**src/rtl/cla_pkg.sv**
```systemverilog
// Shared constants and the expanded carry-lookahead equation used at both
// the bit level (inside each group) and the group level (in the top).
package cla_pkg;

    localparam int CLA_W    = 16;
    localparam int CLA_GRP  = 4;
    localparam int CLA_NGRP = CLA_W / CLA_GRP;

    // Carry into position idx as a flat sum of products:
    // g[idx-1] | p[idx-1]g[idx-2] | ... | p[idx-1]..p[0]ci.
    // Every term is formed independently, so nothing ripples.
    function automatic logic cla_carry(input logic [CLA_GRP-1:0] p,
                                       input logic [CLA_GRP-1:0] g,
                                       input logic               ci,
                                       input int                 idx);
        logic c;
        logic term;
        c = 1'b0;
        for (int j = 0; j < CLA_GRP; j++) begin
            if (j < idx) begin
                term = g[j];
                for (int k = 0; k < CLA_GRP; k++) begin
                    if (k > j && k < idx) term = term & p[k];
                end
                c = c | term;
            end
        end
        term = ci;
        for (int k = 0; k < CLA_GRP; k++) begin
            if (k < idx) term = term & p[k];
        end
        return c | term;
    endfunction

endpackage

```
**src/rtl/cla4_grp.sv**
```systemverilog
// 4-bit lookahead group: local sum plus group propagate/generate for the
// second-level lookahead unit.
module cla4_grp
    import cla_pkg::*;
(
    input  logic [CLA_GRP-1:0] a,
    input  logic [CLA_GRP-1:0] b,
    input  logic               ci,
    output logic [CLA_GRP-1:0] s,
    output logic               gp,
    output logic               gg
);

    logic [CLA_GRP-1:0] p;
    logic [CLA_GRP-1:0] g;

    assign p = a ^ b;
    assign g = a & b;

    always_comb begin
        s = '0;
        for (int i = 0; i < CLA_GRP; i++) begin
            s[i] = p[i] ^ cla_carry(p, g, ci, i);
        end
    end

    assign gp = &p;
    // Group generate is the carry-out assuming no carry-in.
    assign gg = cla_carry(p, g, 1'b0, CLA_GRP);

endmodule

```
**src/rtl/cla16.sv**
```systemverilog
// 16-bit two-level carry-lookahead adder with a single registered output stage.
module cla16
    import cla_pkg::*;
(
    input  logic             clk,
    input  logic             rst_n,
    input  logic             in_valid,
    input  logic [CLA_W-1:0] a,
    input  logic [CLA_W-1:0] b,
    input  logic             cin,
    output logic [CLA_W-1:0] sum,
    output logic             cout,
    output logic             out_valid
);

    logic [CLA_NGRP-1:0] grp_p;
    logic [CLA_NGRP-1:0] grp_g;
    logic [CLA_NGRP-1:0] grp_c;
    logic [CLA_W-1:0]    sum_d, sum_q;
    logic                cout_d, cout_q;
    logic                vld_q;

    // Second-level lookahead: C4/C8/C12 feed the groups, C16 is the carry-out.
    always_comb begin
        grp_c = '0;
        for (int k = 0; k < CLA_NGRP; k++) begin
            grp_c[k] = cla_carry(grp_p, grp_g, cin, k);
        end
        cout_d = cla_carry(grp_p, grp_g, cin, CLA_NGRP);
    end

    for (genvar k = 0; k < CLA_NGRP; k++) begin : g_grp
        cla4_grp u_grp (
            .a  (a[k*CLA_GRP +: CLA_GRP]),
            .b  (b[k*CLA_GRP +: CLA_GRP]),
            .ci (grp_c[k]),
            .s  (sum_d[k*CLA_GRP +: CLA_GRP]),
            .gp (grp_p[k]),
            .gg (grp_g[k])
        );
    end

    always_ff @(posedge clk or negedge rst_n) begin
        if (!rst_n) begin
            sum_q  <= '0;
            cout_q <= 1'b0;
            vld_q  <= 1'b0;
        end else begin
            vld_q <= in_valid;
            if (in_valid) begin
                sum_q  <= sum_d;
                cout_q <= cout_d;
            end
        end
    end

    assign sum       = sum_q;
    assign cout      = cout_q;
    assign out_valid = vld_q;

endmodule

```
**config.mk**
```make
export PLATFORM = sky130hd
export DESIGN_NAME = cla16
export DESIGN_NICKNAME = d
export VERILOG_FILES = /design/src/rtl/cla_pkg.sv /design/src/rtl/cla4_grp.sv /design/src/rtl/cla16.sv
export SDC_FILE = /design/constraint.sdc
export NUM_CORES = 1
export LEC_CHECK = 0
export ABC_AREA = 1
export CORE_MARGIN = 4
export CORE_UTILIZATION = 30
export DETAILED_ROUTE_END_ITERATION = 8
export PLACE_DENSITY = 0.64
export SKIP_CTS_REPAIR_TIMING = 1
export SLEW_MARGIN = 10
export SYNTH_ARGS = -nofsm -noshare
export SYNTH_HDL_FRONTEND = slang
export SYNTH_SLANG_ARGS = --single-unit
```
**constraint.sdc**
```tcl
create_clock -name clk -period 0.9 [get_ports clk]
set_clock_uncertainty 0.2 [all_clocks]
set_input_delay 0.09 -clock clk [delete_from_list [all_inputs] [get_ports clk]]
set_output_delay 0.09 -clock clk [all_outputs]
set_load 0.1 [all_outputs]
```
==> results of run 1 <==
==> registers in the layout, summed over array words and instances, names as in the netlist <==
name	flops
cout	1
out_valid	1
sum	16
==> power groups by stage <==
stage	clock network [W]	logic (W)	registers (W)
final	0.000671	0.00305	0.00123
after global routing	0.000733	0.00320	0.00124
after CTS	0.000691	0.00286	0.00123
after detailed placement	0	0.00285	0.00124
after global placement	0	0.00280	0.00123
after floorplan	0	0.000599	0.00225
==> area by class of cell <==
cell class | instances | area share
Tap cell | 50 | 0.0215
Multi-Input combinational cell | 126 | 0.420
Sequential cell | 18 | 0.178
Inverter | 8 | 0.0103
Clock buffer | 4 | 0.0189
Timing Repair Buffer | 93 | 0.352
==> Yosys cell counts (5+ instances only) <==
| cell | instances |
|---|---|
| xor2_1 | 5 |
| o21ai_1 | 5 |
| nand2_2 | 5 |
| nor2_1 | 5 |
| dfrtp_1 | 18 |
| inv_1 | 7 |
| ha_1 | 20 |
| nand3_1 | 5 |
| nand2_1 | 46 |
| o21ai_0 | 10 |
| a21oi_1 | 8 |
| xnor2_1 | 6 |
==> stage by stage <==
stage	power [W]	util	setup TNS [ns]	cell area, um^2	cells
2_1_floorplan	0.00285	-	-10.19	1640	155
3_3_place_gp	0.00403	0.638	-21.15	2640	286
3_5_place_dp	0.00409	0.638	-22.34	2640	286
4_1_cts	0.00477	0.651	-22.83	2700	290
5_1_grt	0.00518	0.704	-17.31	2920	299
6_report	0.00495	0.704	-15.72	2920	299
==> cell families after synthesis <==
logic type / share of synthesized area
AOI/OAI and AO/OA: 0.0984
xor gates and xnor gates: 0.0722
adders and majority gates: 0.247
buffers and inverters: 0.0328
DFF: 0.337
and+or+nand+nor: 0.212
==> routing by layer <==
layer / part of all wire / vias up / global-route usage
met2: 0.55 / 39 / 0.288
li1: - / 696 / -
met4: 0.00090 / 0 / 0.0237
met5: 0 / - / 0
met3: 0.051 / 2 / 0.0240
met1: 0.40 / 657 / 0.178
==> worst max-delay path by stage <==
stage / endpoint / slack [ns] / depth (start not counted)
after floorplan: sum[15] / -0.83 / 12
after detailed placement: sum[15] / -1.54 / 14
after global placement: sum[15] / -1.42 / 13
after global routing: sum[15] / -0.89 / 16
after CTS: sum[15] / -1.28 / 14
final: sum[15] / -0.83 / 13
==> critical path, cell delays in order <==
cell and delay, ns:
buf_6 0.10, ha_4 0.25, a21o_1 0.17, nor2_2 0.13
nand2_1 0.07, nand2_1 0.07, nand2_2 0.10, ha_4 0.17
nand2_2 0.06, nand2_2 0.06, a21oi_2 0.13, xor2_1 0.17
o21ai_1 0.09
==> results.sh, run 1 <==
export IMPL_status="finished, violations left"
export IMPL_violations="hold timing, setup timing"
export IMPL_netlist_instances=155
export IMPL_drv_cap=0
export IMPL_areaGrowthSynthToFinish_pct=118
export IMPL_antenna_left=0
export IMPL_h_tree_depth=1
export IMPL_drcViolationCount=0
export IMPL_grt_usage=0.150
export IMPL_power_density_nw_per_um2=1700
export IMPL_ios=54
export IMPL_place_worst_setup_slack_ns=-1.54
export IMPL_grt_pass1_vias=1451
export IMPL_nets=310
export IMPL_avgSynthCellArea_um2=8.61
export IMPL_place_congestion=0.766
export IMPL_p_leak_nw=1.36
export IMPL_crit_fanout=3
export IMPL_drive_above_1_share=0.655
export IMPL_drtIter0Drc=57
export IMPL_switching_power_w=0.00222
export IMPL_die_y_um=74.7
export IMPL_core_area_um2=4140
export IMPL_period_minus_slack_ns=1.73
export IMPL_worst_pin_slew_ns=0.164
export IMPL_drtPass1Iterations=4
export IMPL_clock_root_buffer="clkbuf_8"
export IMPL_dieArea_um2=5580
export IMPL_synth_area_um2=1340
export IMPL_worstHoldPathType="primary input to flip-flop"
export IMPL_setup_viol=35
export IMPL_ys_warn_count=0
export IMPL_r2r_end="sum[9]"
export IMPL_final_cell_mix="buf_4 (35), nand2_1 (31), buf_12 (19), dfrtp_4 (18)"
export IMPL_synthArstFlopShare=1.00
export IMPL_row_count=23
export IMPL_synth_main_ff_cell="dfrtp_1"
export IMPL_yosysSeqAreaShare=0.337
export IMPL_yosysTopAreaCell="dfrtp_1"
export IMPL_seq_area_um2=518
export IMPL_initial_utilization=0.322
export IMPL_fillers=309
export IMPL_path_clk_slew_ns=0.07
export IMPL_portBuffers=53
export IMPL_grt_max_degree=19
export IMPL_hold_violations=20
export IMPL_synth_edf_count=0
export IMPL_crit_path_start_kind="primary input"
export IMPL_cts_buffer_depth=2
export IMPL_multi_input_comb_area_um2=1220
export IMPL_power_frac_seq=0.248
export IMPL_grt_overflow=0
export IMPL_ff2ff_setup_slack_ns=-0.14
export IMPL_vias=1394
export IMPL_rsz0062_at_grt="true"
export IMPL_swShare=0.449
export IMPL_antenna_found_initial=0
export IMPL_yosysUniqueCellTypes=22
export IMPL_startpoint="b[7]"
export IMPL_ir_drop_v=0.00104
export IMPL_cts_made_buffers=3
export IMPL_worst_slack_ns=-0.826
export IMPL_crit_path_end_kind="flip-flop"
export IMPL_intPower_w=0.00272
export IMPL_dp_hpwl_um=3410
export IMPL_cp_arrival_ns=1.66
export IMPL_holdPathStages=2
export IMPL_worstHoldStart="in_valid"
export IMPL_cts_tree="yes"
export IMPL_whs_endpoint="out_valid"
export IMPL_grt_pass1_wl_um=6490
export IMPL_synth_top_area_share=0.337
export IMPL_period_share=1.92
export IMPL_yosys_top_cells_area="dfrtp_1 (34%), ha_1 (19%), nand2_1 (13%)"
export IMPL_cts_sink_count=18
export IMPL_final_common_cell="buf_4"
export IMPL_wire_per_inst_um=14.8
export IMPL_synth_seq_cells=18
export IMPL_wl_um=4430
export IMPL_insertion_delay_ns=0.25
export IMPL_required_ns=0.84
export IMPL_relSlewSlack=0.890
export IMPL_num_antenna_cells=0
export IMPL_syn_nets=215
export IMPL_vias_per_cell=4.66
export IMPL_fin_hold_ws_ns=-0.0421
export IMPL_r2r_start="sum[9]"
export IMPL_p_comb_frac=0.617
export IMPL_critPathKind="primary input to flip-flop"
export IMPL_power_frac_clock=0.136
export IMPL_fmax_ghz=0.579
export IMPL_die_w_um=74.7
export IMPL_final_max_slew_violation_count=0
export IMPL_ff2ff_path_depth=3
Power figures use the tool's default switching activity.
==> run 2: changes to the inputs <==
--- a/config.mk
+++ b/config.mk
@@ -9,7 +9,7 @@
 export CORE_MARGIN = 4
 export CORE_UTILIZATION = 30
 export DETAILED_ROUTE_END_ITERATION = 8
-export PLACE_DENSITY = 0.64
+export PLACE_DENSITY = 0.68
 export SKIP_CTS_REPAIR_TIMING = 1
 export SLEW_MARGIN = 10
 export SYNTH_ARGS = -nofsm -noshare
==> run 2 against run 1 <==
  * The run still ends with hold timing, setup timing left
  * Core utilization is 0.51 points lower
  * Register-to-register slack worse by 0.02 ns
  * Setup slack better by 0.059 ns
  * Largest cell class unchanged
  * Non-clock buffer count is 4 lower
==> results.sh, run 2 (synthesis gave the netlist of run 1 again) <==
export IMPL_crit_path_start_kind="primary input"
export IMPL_slowest_stage="ha_4"
export IMPL_drtPass1Iterations=4
export IMPL_wl_um=4240
export IMPL_grt_max_degree=29
export IMPL_ff2ff_setup_slack_ns=-0.16
export IMPL_crit_family="adder cells"
export IMPL_initial_utilization=0.322
export IMPL_ios=54
export IMPL_ir_drop_v=0.00106
export IMPL_stdcell_area_um2=2890
export IMPL_cts_tree="yes"
export IMPL_r2r_start="sum[5]"
export IMPL_worst_slack_ns=-0.767
export IMPL_worstHoldPathType="primary input to flip-flop"
export IMPL_crit_fanout=3
export IMPL_status="finished, violations left"
export IMPL_grt_use_met2=0.266
export IMPL_period_share=1.85
export IMPL_cts_buffer_depth=2
export IMPL_holdPathStages=2
export IMPL_r2r_end="sum[5]"
export IMPL_cts_made_buffers=3
export IMPL_rsz0062_at_grt="true"
export IMPL_met3_usage=0.0267
export IMPL_antenna_found_initial=0
export IMPL_drv_cap=0
export IMPL_drtIter0Drc=83
export IMPL_h_tree_depth=1
export IMPL_fillers=297
export IMPL_areaGrowthSynthToFinish_pct=117
export IMPL_drive_above_1_share=0.635
export IMPL_crit_path_end_kind="flip-flop"
export IMPL_critPathKind="primary input to flip-flop"
export IMPL_portBuffers=53
export IMPL_antenna_left=0
export IMPL_path_clk_slew_ns=0.07
export IMPL_final_cell_mix="buf_4 (33), nand2_1 (30), buf_12 (20), dfrtp_4 (18), dlymetal6s2s_1 (18)"
export IMPL_worst_pin_slew_ns=0.217
export IMPL_grt_pass1_vias=1401
export IMPL_nets=306
export IMPL_cts_sink_count=18
export IMPL_num_antenna_cells=0
export IMPL_clock_root_buffer="clkbuf_8"
export IMPL_whs_endpoint="out_valid"
export IMPL_p_leak_nw=1.37
export IMPL_ff2ff_path_depth=3
export IMPL_dp_cells=284
export IMPL_dp_hpwl_um=3320
export IMPL_grt_pass1_wl_um=6390
export IMPL_dieArea_um2=5580
export IMPL_vias_per_cell=4.69
export IMPL_relSlewSlack=0.854
export IMPL_hold_violations=19
export IMPL_wire_per_inst_um=14.4
export IMPL_drcViolationCount=0
export IMPL_crit_path_max_incr_delay_ns=0.27
export IMPL_fin_cells=294
export IMPL_fmax_ghz=0.600
export IMPL_required_ns=0.84
export IMPL_period_minus_slack_ns=1.67
export IMPL_largest_reg_flops=16
export IMPL_busiest_layer="met2"
export IMPL_final_max_slew_violation_count=0
export IMPL_insertion_delay_ns=0.25
export IMPL_use_met1=0.179
export IMPL_final_common_cell="buf_4"
export IMPL_worstPathCellList="dlymetal6s2s_1, ha_4, a21oi_4, o21ai_1, nor2_1, nand2_2, ha_4, nand2_2, nand2_2, a21oi_2, xor2_1, o21ai_1"
export IMPL_power_density_nw_per_um2=1660
export IMPL_worstHoldStart="in_valid"
export IMPL_die_w_um=74.7
export IMPL_cp_arrival_ns=1.61
export IMPL_grt_overflow=0
export IMPL_vias=1378
export IMPL_path_buf_inv=1
export IMPL_postPlaceCellArea_um2=2640
export IMPL_place_congestion=0.805
export IMPL_row_count=23
export IMPL_cpMostUsedCell="nand2_2"
export IMPL_grt_usage=0.149
export IMPL_core_area_um2=4140
export IMPL_die_y_um=74.7
export IMPL_fin_hold_ws_ns=-0.0338
export IMPL_violations="hold timing, setup timing"
export IMPL_setup_viol=35
## run 2: changes by cell type in the layout (fill, tap and decap cells not counted), sizes merged
cell / delta
clkbuf: -5
dlymetal6s2s: +6
clkdlybuf4s50: -1
buf: -5
## run 2: area by class of cell
type | count | area (um^2) | area share
clock buffer | 3 | 41.3 | 0.0143
inverter | 8 | 30.0 | 0.0104
multi-input combinational | 126 | 1220 | 0.421
sequential | 18 | 518 | 0.179
tap | 50 | 62.6 | 0.0216
timing repair buffer | 89 | 1020 | 0.354
## run 2: power breakdown
part | total [W] | switching [W] | internal, W
sequential | 0.00123 | 0.000173 | 0.00105
clock | 0.000572 | 0.000274 | 0.000298
combinational | 0.00302 | 0.00174 | 0.00128
total | 0.00482 | 0.00219 | 0.00263
## run 2: through the flow
stage               utilization  total power, W  TNS (ns)  setup WS [ns]  hold WS [ns]
finish                    0.698         0.00482    -15.00         -0.767       -0.0338
detailed placement        0.637         0.00408    -21.86          -1.49         0.250
floorplan                     -         0.00285    -10.19         -0.831        -0.406
CTS                       0.647         0.00467    -22.40          -1.23       -0.0165
global placement          0.637         0.00403    -21.13          -1.42         0.254
global route              0.698         0.00505    -16.87         -0.877       -0.0121
## run 2: how the worst max path moves through the flow
stage | startpoint | to | depth (start not counted)
after floorplan | a[7] | sum[15] | 12
after global placement | a[3] | sum[7] | 11
after detailed placement | a[3] | sum[7] | 13
after CTS | a[3] | sum[7] | 13
after global routing | b[7] | sum[15] | 13
final | b[9] | sum[15] | 12
## run 2: layer usage
metal  part of all wire  up-vias
met5                  0        -
met4              0.031        0
met3              0.056       10
met2               0.51       45
met1               0.40      640
li1                   -      683
